## src/rtl/pu_riscv_memrsp_pkg.sv

```systemverilog
// Shared definitions for the memory-side responder: default sizing and the
// occupancy-counter width helper.
package pu_riscv_memrsp_pkg;

  localparam int unsigned DEF_DEPTH = 2;
  localparam int unsigned DEF_DBITS = 64;

  // Counters must represent 0..depth inclusive.
  function automatic int unsigned cnt_width(input int unsigned depth);
    return $clog2(depth) + 1;
  endfunction

endpackage

```

## src/rtl/pu_riscv_memrsp_fifo.sv

```systemverilog
// In-order response queue: DEPTH entries with wrapping pointers and an occupancy
// count; the head output holds its last value while the queue is empty.
module pu_riscv_memrsp_fifo
  import pu_riscv_memrsp_pkg::*;
#(
  parameter int unsigned DEPTH = DEF_DEPTH,
  parameter int unsigned DBITS = DEF_DBITS,
  parameter int unsigned CNT_W = cnt_width(DEPTH)
) (
  input  logic             clk_i,
  input  logic             rst_ni,
  input  logic             clr_i,
  input  logic             we_i,
  input  logic [DBITS-1:0] d_i,
  input  logic             re_i,
  output logic [DBITS-1:0] q_o,
  output logic [CNT_W-1:0] count_o
);

  localparam int unsigned PTR_W = $clog2(DEPTH);

  logic [DBITS-1:0] mem [DEPTH];
  logic [PTR_W-1:0] wptr;
  logic [PTR_W-1:0] rptr;
  logic [CNT_W-1:0] count;
  logic [DBITS-1:0] last_q;

  always_ff @(posedge clk_i or negedge rst_ni) begin
    if (!rst_ni) begin
      wptr   <= '0;
      rptr   <= '0;
      count  <= '0;
      last_q <= '0;
    end else if (clr_i) begin
      wptr   <= '0;
      rptr   <= '0;
      count  <= '0;
      last_q <= q_o;
    end else begin
      if (we_i) begin
        assert (count != CNT_W'(DEPTH)) else $error("response queue overflow");
        wptr <= wptr + PTR_W'(1);
      end
      if (re_i) rptr <= rptr + PTR_W'(1);
      count  <= count + CNT_W'(we_i) - CNT_W'(re_i);
      last_q <= q_o;
    end
  end

  always_ff @(posedge clk_i) begin
    if (we_i && !clr_i) mem[wptr] <= d_i;
  end

  // last_q keeps the most recently presented head so the output is stable when empty.
  assign q_o     = (count != '0) ? mem[rptr] : last_q;
  assign count_o = count;

endmodule

```

## src/rtl/pu_riscv_memrsp.sv

```systemverilog
// Memory-side responder: forwards accepted requests to a split-transaction port,
// tracks credit, queues responses in order and discards responses killed by clr_i.
module pu_riscv_memrsp
  import pu_riscv_memrsp_pkg::*;
#(
  parameter int unsigned DEPTH = DEF_DEPTH,
  parameter int unsigned DBITS = DEF_DBITS
) (
  input  logic             clk_i,
  input  logic             rst_ni,
  input  logic             clr_i,
  input  logic             ena_i,
  input  logic             req_i,
  input  logic [DBITS-1:0] d_i,
  output logic             ack_o,
  output logic             mem_req_o,
  output logic [DBITS-1:0] mem_d_o,
  input  logic             mem_gnt_i,
  input  logic             mem_rvalid_i,
  input  logic [DBITS-1:0] mem_q_i,
  output logic             rsp_valid_o,
  output logic [DBITS-1:0] rsp_q_o,
  input  logic             rsp_ready_i,
  output logic             empty_o,
  output logic             full_o,
  output logic             err_o
);

  localparam int unsigned CNT_W = cnt_width(DEPTH);

  logic [CNT_W-1:0] inflight;
  logic [CNT_W-1:0] count;
  logic [CNT_W-1:0] drop;
  logic [CNT_W:0]   used;
  logic             credit;
  logic             beat;
  logic             we;
  logic             re;
  logic             err;

  always_comb begin
    used      = {1'b0, inflight} + {1'b0, count};
    credit    = used < (CNT_W+1)'(DEPTH);
    mem_req_o = req_i & ena_i & ~clr_i & credit;
    ack_o     = mem_req_o & mem_gnt_i;
    mem_d_o   = d_i;
    beat      = mem_rvalid_i & (inflight != '0);
    we        = beat & (drop == '0) & ~clr_i;
    re        = (count != '0) & rsp_ready_i;
  end

  always_ff @(posedge clk_i or negedge rst_ni) begin
    if (!rst_ni) begin
      inflight <= '0;
      drop     <= '0;
      err      <= 1'b0;
    end else begin
      if (ack_o && !beat)      inflight <= inflight + CNT_W'(1);
      else if (beat && !ack_o) inflight <= inflight - CNT_W'(1);
      // Everything still outstanding after this cycle's beat belongs to killed accesses.
      if (clr_i)                    drop <= inflight - CNT_W'(beat);
      else if (beat && drop != '0)  drop <= drop - CNT_W'(1);
      if (mem_rvalid_i && inflight == '0) err <= 1'b1;
    end
  end

  pu_riscv_memrsp_fifo #(
    .DEPTH (DEPTH),
    .DBITS (DBITS),
    .CNT_W (CNT_W)
  ) u_fifo (
    .clk_i   (clk_i),
    .rst_ni  (rst_ni),
    .clr_i   (clr_i),
    .we_i    (we),
    .d_i     (mem_q_i),
    .re_i    (re),
    .q_o     (rsp_q_o),
    .count_o (count)
  );

  assign rsp_valid_o = (count != '0);
  assign empty_o     = (inflight == '0) && (count == '0);
  assign full_o      = ~credit;
  assign err_o       = err;

endmodule

```

## config.mk

```make
export PLATFORM = sky130hd
export DESIGN_NAME = pu_riscv_memrsp
export DESIGN_NICKNAME = d
export VERILOG_FILES = /design/src/rtl/pu_riscv_memrsp_pkg.sv /design/src/rtl/pu_riscv_memrsp_fifo.sv /design/src/rtl/pu_riscv_memrsp.sv
export SDC_FILE = /design/constraint.sdc
export NUM_CORES = 1
export LEC_CHECK = 0
export CAP_MARGIN = 15
export CELL_PAD_IN_SITES_DETAIL_PLACEMENT = 1
export CELL_PAD_IN_SITES_GLOBAL_PLACEMENT = 1
export CORE_MARGIN = 2
export CORE_UTILIZATION = 36
export CTS_CLUSTER_DIAMETER = 60
export CTS_CLUSTER_SIZE = 12
export DETAILED_ROUTE_END_ITERATION = 6
export GPL_TIMING_DRIVEN = 1
export PLACE_DENSITY_LB_ADDON = 0.2
export REMOVE_ABC_BUFFERS = 1
export SYNTH_ARGS = -nofsm -noshare
export SYNTH_HDL_FRONTEND = slang
export SYNTH_SLANG_ARGS = --single-unit
```

## constraint.sdc

```tcl
create_clock -name clk_i -period 5.6 [get_ports clk_i]
set_clock_uncertainty 0.1 [all_clocks]
set_input_delay 1.12 -clock clk_i [delete_from_list [all_inputs] [get_ports clk_i]]
set_output_delay 1.12 -clock clk_i [all_outputs]
set_load 0.05 [all_outputs]
```

==> results.txt, run 1 <==
- Run status: complete, no violations
- Clock tree synthesis selected as its root buffer the cell sky130_fd_sc_hd__clkbuf_16.
* Clock Latency Late Sink: between 400 and 500 ps
- Vias: ~4,400
- CP endpoint kind: output pin
- Vertical die dimension: ~150 um
- Number of primary I/O pins: 270
* Via-to-Cell Ratio: 4.897
- In this run the number of H-tree levels came out at 1.
- The total overflow left after global routing is 0.
* Highest Clock Rate: approximately 230 MHz
* Cells taking the most area after synthesis: sky130_fd_sc_hd__edfxtp_1 (49%), sky130_fd_sc_hd__dfrtp_1 (23%), sky130_fd_sc_hd__mux2i_1 (8.1%)
* Proportion of power drawn by the clock network: a little under a fifth
- Average routed wire per standard cell: ~23 um
- Maximum number of pins on one net before global-route repair: 75
* Net total in the final layout: 753
- In this run the remaining antenna-violating nets after routing total 0.
- Combinational cell fraction of total power: between 50% and 60%
- After detailed routing, the total wire length is around 21,000 um.
- The first global-routing pass estimated just over 30,000 um of wire.
- The repair_antennas step left the layout with diodes totalling 0.
- Internal power contribution: about 3.7 mW
* Cells after synthesis: between 500 and 600
- The synthesized design devotes to its leading area cell type between 40 and 50% of total area.
- Clock tree synthesis inserted a total of 21 buffers.
- Counting flops with a built-in enable in the synthesized netlist gives between 100 and 150.
- In the routed design, unresolved DRC markers number 0.
- Along the worst path, the maximum fanout reaches 8.
- Part of the power in registers: between 30 and 40%
- Buffers from clock root to sink, at most: 3
- sky130_fd_sc_hd__edfxtp_1 is the most common cell in the netlist.
* Depth of the worst register-to-register path: 9
- Classification of the worst-slack hold path: reg -> reg
* Part of the cycle the worst path needs: between 70 and 80%
- The biggest area contributor in the post-synthesis netlist is sky130_fd_sc_hd__edfxtp_1.
- Gates resized during post-CTS repair numbered 0.
* Leading register cell type out of synthesis: sky130_fd_sc_hd__edfxtp_1
- The die covers roughly 23,000 sq um.
- The netlist uses 32 different library cells.
* Area grow syn2layout: 22.28%
- The floorplan has 54 rows.
* Worst hold slack after final layout: roughly 360 ps
- Fraction of synthesized cell area in xor and xnor cells: less than 1%
* I/O Buffers: between 100 and 150
- Number of pins with negative max-slew slack in the final report: 0
- Combinational family with the most area after synthesis: buffers and inverters
- Routability-driven placement finished with a final weighted congestion of between 0.7 and 0.8.
* R2r endpoint: inflight[1]$_DFFE_PN0P_
* Overall power after layout: between 6 and 7 mW
* Start of the worst register-to-register path: inflight[0]$_DFFE_PN0P_
- Core area: 21,690 sq um
- Util after Layout: between 40% and 50%
* Setup_tns: 0 ps
- For this design, the CTS-stage hold fixing added 0 buffers.
* Register area share after synthesis: between 70% and 80%
- All-Layer GR Usage: 17.41%
- Share of synthesized cell area in full adder, half adder and majority cells: under 10%
- The final count of hold timing violations is 0.
* Yosys warning total: 0
- After clock tree synthesis, the setup repair step added 0 buffers.
- Setup Crit Path Kind: reg -> out
- Clock-pin slew was measured on the worst setup and hold paths at ~60 ps.
* Antenna violations before repair: 0
- The worst setup path is launched from a flop.
- Number of max-cap violations: 0
* Worst max-slew margin expressed relative to the limit: 27.20%
* Leakage component of the power: roughly 3.4 nW
- Tightest Pin Transition: 1092 ps
* Total net switching power: between 2 and 3 mW
* Fraction of registers with async set or reset after synthesis: between 30% and 40%
* Number of standard cells in the layout, taps in and fillers out: between 900 and 1,000
- At the worst endpoint, the required time is around 4400 ps.
- The worst hold path terminates at err_o$_DFFE_PN0P_.
* Total setup violations reported at the end of the flow: 0
- The synthesized netlist devotes under 10% of its cell area to simple gates.
- Of the post-synthesis cell area, the part taken by muxes is 8.097%.
* Initial detailed-routing violation count: between 150 and 200
- Most numerous cell types in the synthesized netlist: sky130_fd_sc_hd__edfxtp_1 (128), sky130_fd_sc_hd__dfrtp_1 (73), sky130_fd_sc_hd__nor2_1 (72), sky130_fd_sc_hd__buf_4 (66)
* Cell area power density: ~690 nW/um^2
* Starting density of the core: 36.48%
- The number of global-route vias before repair came to about 4,800.
* TritonCTS clock tree: done
* Total number of clock tree sinks: 201
* Fraction of layout instances using a drive strength above 1: a little over 6%
* Number of register bits inferred by synthesis: ~200
* Net Sw Frac: between 40% and 50%
* Placed insts: 868
* Number of cells on the worst hold path: 1
* Arrival @ worst endpoint: 3190 ps
- The setup check on the worst reg-to-reg path leaves a slack of 2990 ps.
- Summing every instance area after synthesis gives between 7000 and 8000 sq um.
* Peak supply drop: 0.4737 mV
- Die Width: around 150 um
- Compound-Gate Fraction of Synth Area: ~4.8%
* Synthesized area per cell: roughly 15 sq um
- In this run the most critical hold path is launched from err_o$_DFFE_PN0P_.
* Total half-perimeter wirelength after legalization and detailed placement: around 14,000 um
* Post-layout minimum cycle time: approximately 4400 ps
- Detailed-router iteration count before antenna repair: 4
- Setup repair after global routing left no endpoint under its margin.
-- flip-flops by register name, indices dropped and copies added, names as in the netlist --
signal          flops
u_fifo.rptr         1
u_fifo.last_q      64
u_fifo.wptr         1
inflight            2
u_fifo.mem        128
drop                2
u_fifo.count_o      2
err_o               1
-- per-layer routing --
layer  share of wire (%)  global-route usage (%)  vias to the layer above
met5                 1.4                   9.110                        -
met4                 1.5                   3.293                        8
met3                  15                   12.34                       28
met2                  41                   23.83                      237
met1                  41                   21.86                     2188
li1                    -                       -                     1971
-- stage by stage --
step	cell area, sq um	worst slack (ps)
6_report	9674	1195
5_1_grt	9674	1033
4_1_cts	9674	1164
3_5_place_dp	9070	1319
3_3_place_gp	9070	1382
2_1_floorplan	7214	431.0
-- cell type report --
cell class                 instances  area [sq um]
timing repair buffer             146          1484
clock inverter                     2         16.27
sequential                       201          5674
inverter                           7         26.28
multi-input combinational        234          1535
clock buffer                      35         588.1
tap                              280         350.3
fill                            2172         12010
-- critical path: stages, from the launching register on --
cell and delay [ps]:
sky130_fd_sc_hd__dfrtp_1 480, sky130_fd_sc_hd__and2_2 230, sky130_fd_sc_hd__fa_1 430, sky130_fd_sc_hd__or2_2 320, sky130_fd_sc_hd__nor3_1 240, sky130_fd_sc_hd__and2_1 190, sky130_fd_sc_hd__clkdlybuf4s50_1 820
-- layout by cell type, fill, tap and decap left out, types with 2 or more instances in the layout --
master / netlist / final
sky130_fd_sc_hd__nor2_1: 72 / 70
sky130_fd_sc_hd__ha_1: 5 / 5
sky130_fd_sc_hd__clkbuf_16: 0 / 21
sky130_fd_sc_hd__xor2_1: 5 / 5
sky130_fd_sc_hd__nand2_1: 3 / 3
sky130_fd_sc_hd__buf_4: 66 / 3
sky130_fd_sc_hd__dfrtp_1: 73 / 72
sky130_fd_sc_hd__clkbuf_1: 4 / 13
sky130_fd_sc_hd__inv_1: 6 / 6
sky130_fd_sc_hd__buf_12: 0 / 3
sky130_fd_sc_hd__a21oi_1: 64 / 64
sky130_fd_sc_hd__edfxtp_1: 128 / 128
sky130_fd_sc_hd__mux2i_1: 64 / 64
sky130_fd_sc_hd__nor3_1: 3 / 3
sky130_fd_sc_hd__xnor2_1: 3 / 3
sky130_fd_sc_hd__nor2_4: 0 / 2
sky130_fd_sc_hd__clkdlybuf4s50_1: 0 / 140
-- power by group through the flow --
stage,logic [mW],registers (mW),clock network [mW]
floorplan,2.22,2.08,0
global placement,3.30,2.07,0
detailed placement,3.36,2.09,0
CTS,3.37,2.06,1.30
global route,3.52,2.09,1.36
finish,3.33,2.06,1.25
-- logic make-up after synthesis --
kind of cell / Yosys count
compound gates: 71
buf+inv: 96
mux: 64
fa+ha+maj: 6
xor+xnor: 8
flops: 201
simple gates: 85
-- worst max-delay path by stage --
| stage | startpoint | to | slack (ps) | cells past startpoint |
|---|---|---|---|---|
| 2_1_floorplan | u_fifo.count_o[1]$_DFF_PN0_ | rsp_q_o[0] | 430 | 2 |
| 4_1_cts | inflight[0]$_DFFE_PN0P_ | ack_o | 1160 | 6 |
| 6_report | inflight[0]$_DFFE_PN0P_ | ack_o | 1190 | 6 |
| 3_5_place_dp | clr_i | ack_o | 1320 | 4 |
| 5_1_grt | u_fifo.count_o[1]$_DFF_PN0_ | rsp_q_o[15] | 1030 | 5 |
| 3_3_place_gp | clr_i | ack_o | 1380 | 4 |
Power figures use the tool's default switching activity.
==> run 2, diff against run 1 <==
Settings changed: CORE_UTILIZATION 36 to 33.
Clock period 5.6 ns to 3.75 ns, I/O delays scaled along.
==> run 2 against run 1 <==
Compared with the run above:
- total power rose by 48%
- die area rose by 8.9%
- cell count rose by 5.5%
- cell area rose by 1.5%
- critical endpoint is now rsp_q_o[18]
- register-to-register slack got worse by 1800 ps
- core utilization fell by 2.8 points
- hold slack got worse by 1.9 ps
- critical path depth fell by 3
- critical path type unchanged
- highest routed layer unchanged
- largest power group unchanged
- sequential share of layout area fell by 0.86 points
- via count rose by 0.93%
- sequential power rose by 48%
==> results.txt, run 2 (synthesis results as in run 1) <==
- The run finished with clean final reports.
- Number of failing hold endpoints at the final stage: 0
- Peak supply drop: 0.4745 mV
- Data on the critical path is required at its endpoint by between 2000 and 3000 ps.
* Total half-perimeter wirelength after legalization and detailed placement: approximately 14,000 um
* Net Sw Frac: 45.64%
- The final critical path takes up between 90 and 100% of the cycle.
* Arrival @ worst endpoint: 2790 ps
- The final layout contains routed wiring with a total length of about 21,000 um.
- STA classifies the critical path endpoint as an output pin.
- The startpoint identified for the worst register-to-register timing path is inflight[0]$_DFFE_PN0P_.
* Largest registers in the final layout: u_fifo.mem: 128 flops, u_fifo.last_q: 64 flops
* Clock buffer count from CTS: 22
- Summing over every cut layer, the via total after detailed routing is about 4,500.
* CP Max Fanout: 21
- Via-to-Cell Ratio: between 4 and 5
- Total net switching power: 4.494 mW
- Total placed instance area: ~9100 sq um
- By startpoint and endpoint, the worst setup path is classified as reg -> out.
- Cell internal power was estimated by the tool at around 5.4 mW.
- Worst hold start: err_o$_DFFE_PN0P_
- Part of the power in registers: 30.9%
- Number of cells on the worst hold path: 1
- The worst setup path is launched from a flop.
- between 200 and 300 I/O pins were placed.
- Fraction of layout instances using a drive strength above 1: around 8.3%
- Global routing used between 15 and 20% of the available tracks across all layers.
* Leading cell type in the layout, fill and taps excluded: sky130_fd_sc_hd__edfxtp_1
* Detailed-router iteration count before antenna repair: 4
* Total number of clock tree sinks: between 200 and 250
- Register-to-Register Setup Slack: roughly 1200 ps
- Clock Latency Late Sink: a little under 500 ps
- Average routed wire per standard cell: roughly 22 um
* Buffers from clock root to sink, at most: 3
- TritonCTS built the clock tree.
- Maximum number of pins on one net before global-route repair: between 70 and 80
- The tool flagged a number of max-cap violations equal to 0.
- DIE AREA: roughly 25,000 sq um
- In this run the standard cell core region covers 23,470 sq um.
- Setup repair after global routing left no endpoint under its margin.
- Power spread over the standard cell area amounts to between 1000 and 1500 nW/um^2.
- Number of flip-flops in the largest register: ~130
- Worst max-slew margin expressed relative to the limit: ~64%
* Total setup violations reported at the end of the flow: 0
* Post-layout minimum cycle time: around 3600 ps
- Net total in the final layout: 762
- The number of antenna violations at the first check in global routing was 0.
* Gr ovfl total: 0
- Die Width: roughly 160 um
- The tree is rooted in a sky130_fd_sc_hd__clkbuf_16.
* Placed insts: 912
* R2r endpoint: inflight[1]$_DFFE_PN0P_
* Level count of the clock H-tree: 1
* Starting density of the core: about a third
* Overall power after layout: just under 10 mW
- Leakage component of the power: around 3.5 nW
* Global placement routability congestion: 0.6968
* Classification of the worst-slack hold path: reg -> reg
* I/O Buffers: between 100 and 150
- The detail route stage leaves a number of antenna-violating nets equal to 0.
- Once layout is complete, the cells apart from fillers number 955.
- The number of global-route vias before repair is about 5,000.
- Tightest Pin Transition: approximately 550 ps
- Static timing analysis puts the maximum clock frequency at about 270 MHz.
* Sink of the worst hold path: err_o$_DFFE_PN0P_
* Depth of the worst register-to-register path: 9
- 0 antenna diodes ended up in the layout.
* DR DRC count: 0
* First-pass GRT wire length: 31,980 um
- Ranked by flip-flop count, first place goes to u_fifo.mem.
* Initial detailed-routing violation count: between 200 and 250
- The clock network burns ~20% of the power.
* Combinational cell fraction of total power: between 40% and 50%
- The finished cells cover just under 10,000 sq um.
- The top cell types in the final layout, fill and taps aside, are sky130_fd_sc_hd__edfxtp_1 (128), sky130_fd_sc_hd__clkdlybuf4s50_1 (94), sky130_fd_sc_hd__dfrtp_1 (72), sky130_fd_sc_hd__nor2_1 (70).
- Start point of the critical path: u_fifo.count_o[1]$_DFF_PN0_
- From bottom edge to top edge, the die measures 158.8 um.
- Number of pins with negative max-slew slack in the final report: 0
- Clk pin slew, worst setup/hold paths: 60 ps
- # rows: 56
* Area grow syn2layout: 24.10%
run 2: cell count changes in the layout (fill, tap and decap cells not counted), moves of 9 or more:
cell	change
sky130_fd_sc_hd__buf_4	+9
sky130_fd_sc_hd__dlymetal6s2s_1	+9
sky130_fd_sc_hd__dlygate4sd2_1	+34
sky130_fd_sc_hd__clkdlybuf4s50_1	-46
run 2: metal layers:
layer	part of all wire (%)	vias to the layer above	track usage, %
met3	15	33	12.67
met2	40	255	22.43
met1	42	2183	20.88
met4	1.9	6	3.503
li1	-	1996	-
met5	1.2	-	9.486
run 2: final cells by class:
| type | count | area (sq um) |
|---|---|---|
| Clock buffer | 35 | 630.6 |
| Clock inverter | 5 | 35.03 |
| Fill cell | 2395 | 13650 |
| Inverter | 7 | 26.28 |
| Multi-Input combinational cell | 235 | 1541 |
| Sequential cell | 201 | 5674 |
| Tap cell | 319 | 399.1 |
| Timing Repair Buffer | 153 | 1511 |
run 2: how the worst max path moves through the flow:
stage	slack, ps	depth (start not counted)	endpoint
6_report	110	3	rsp_q_o[18]
5_1_grt	40	3	rsp_q_o[40]
4_1_cts	50	5	rsp_q_o[47]
3_5_place_dp	380	5	rsp_q_o[17]
3_3_place_gp	410	5	mem_req_o
2_1_floorplan	-1050	2	rsp_q_o[0]
run 2: repair_timing:
item | 4_1_cts | 5_1_grt
setup endpoints to repair | 34 | 9
gates cloned | 1 | 0
pin swaps | 1 | 0
setup buffers | 1 | 0
resized for setup | 34 | 9
hold buffers | 1 | 0
hold endpoints to repair | 5 | 0
run 2: power by group through the flow:
stage | logic [mW] | registers (mW) | clock network, mW
final | 4.80 | 3.04 | 2.01
after global routing | 5.10 | 3.10 | 2.17
after CTS | 4.87 | 3.05 | 2.08
after detailed placement | 4.99 | 3.11 | 0
after global placement | 4.94 | 3.09 | 0
after floorplan | 3.32 | 3.10 | 0
run 2: critical path, cell delays in order (launching register included):
cell and delay [ps]:
sky130_fd_sc_hd__dfrtp_1 470, sky130_fd_sc_hd__or2_2 560, sky130_fd_sc_hd__a21oi_1 390, sky130_fd_sc_hd__clkdlybuf4s50_1 870
run 2: through the flow:
stage / hold WS (ps) / utilization [%] / setup TNS, ps / worst slack, ps
2_1_floorplan: 354.4 / - / -183910 / -1049
3_3_place_gp: 343.8 / 38.92 / 0 / 408.4
3_5_place_dp: 351.0 / 38.92 / 0 / 383.2
4_1_cts: 363.2 / 41.73 / 0 / 47.13
5_1_grt: 403.5 / 41.83 / 0 / 40.64
6_report: 357.7 / 41.83 / 0 / 107.7
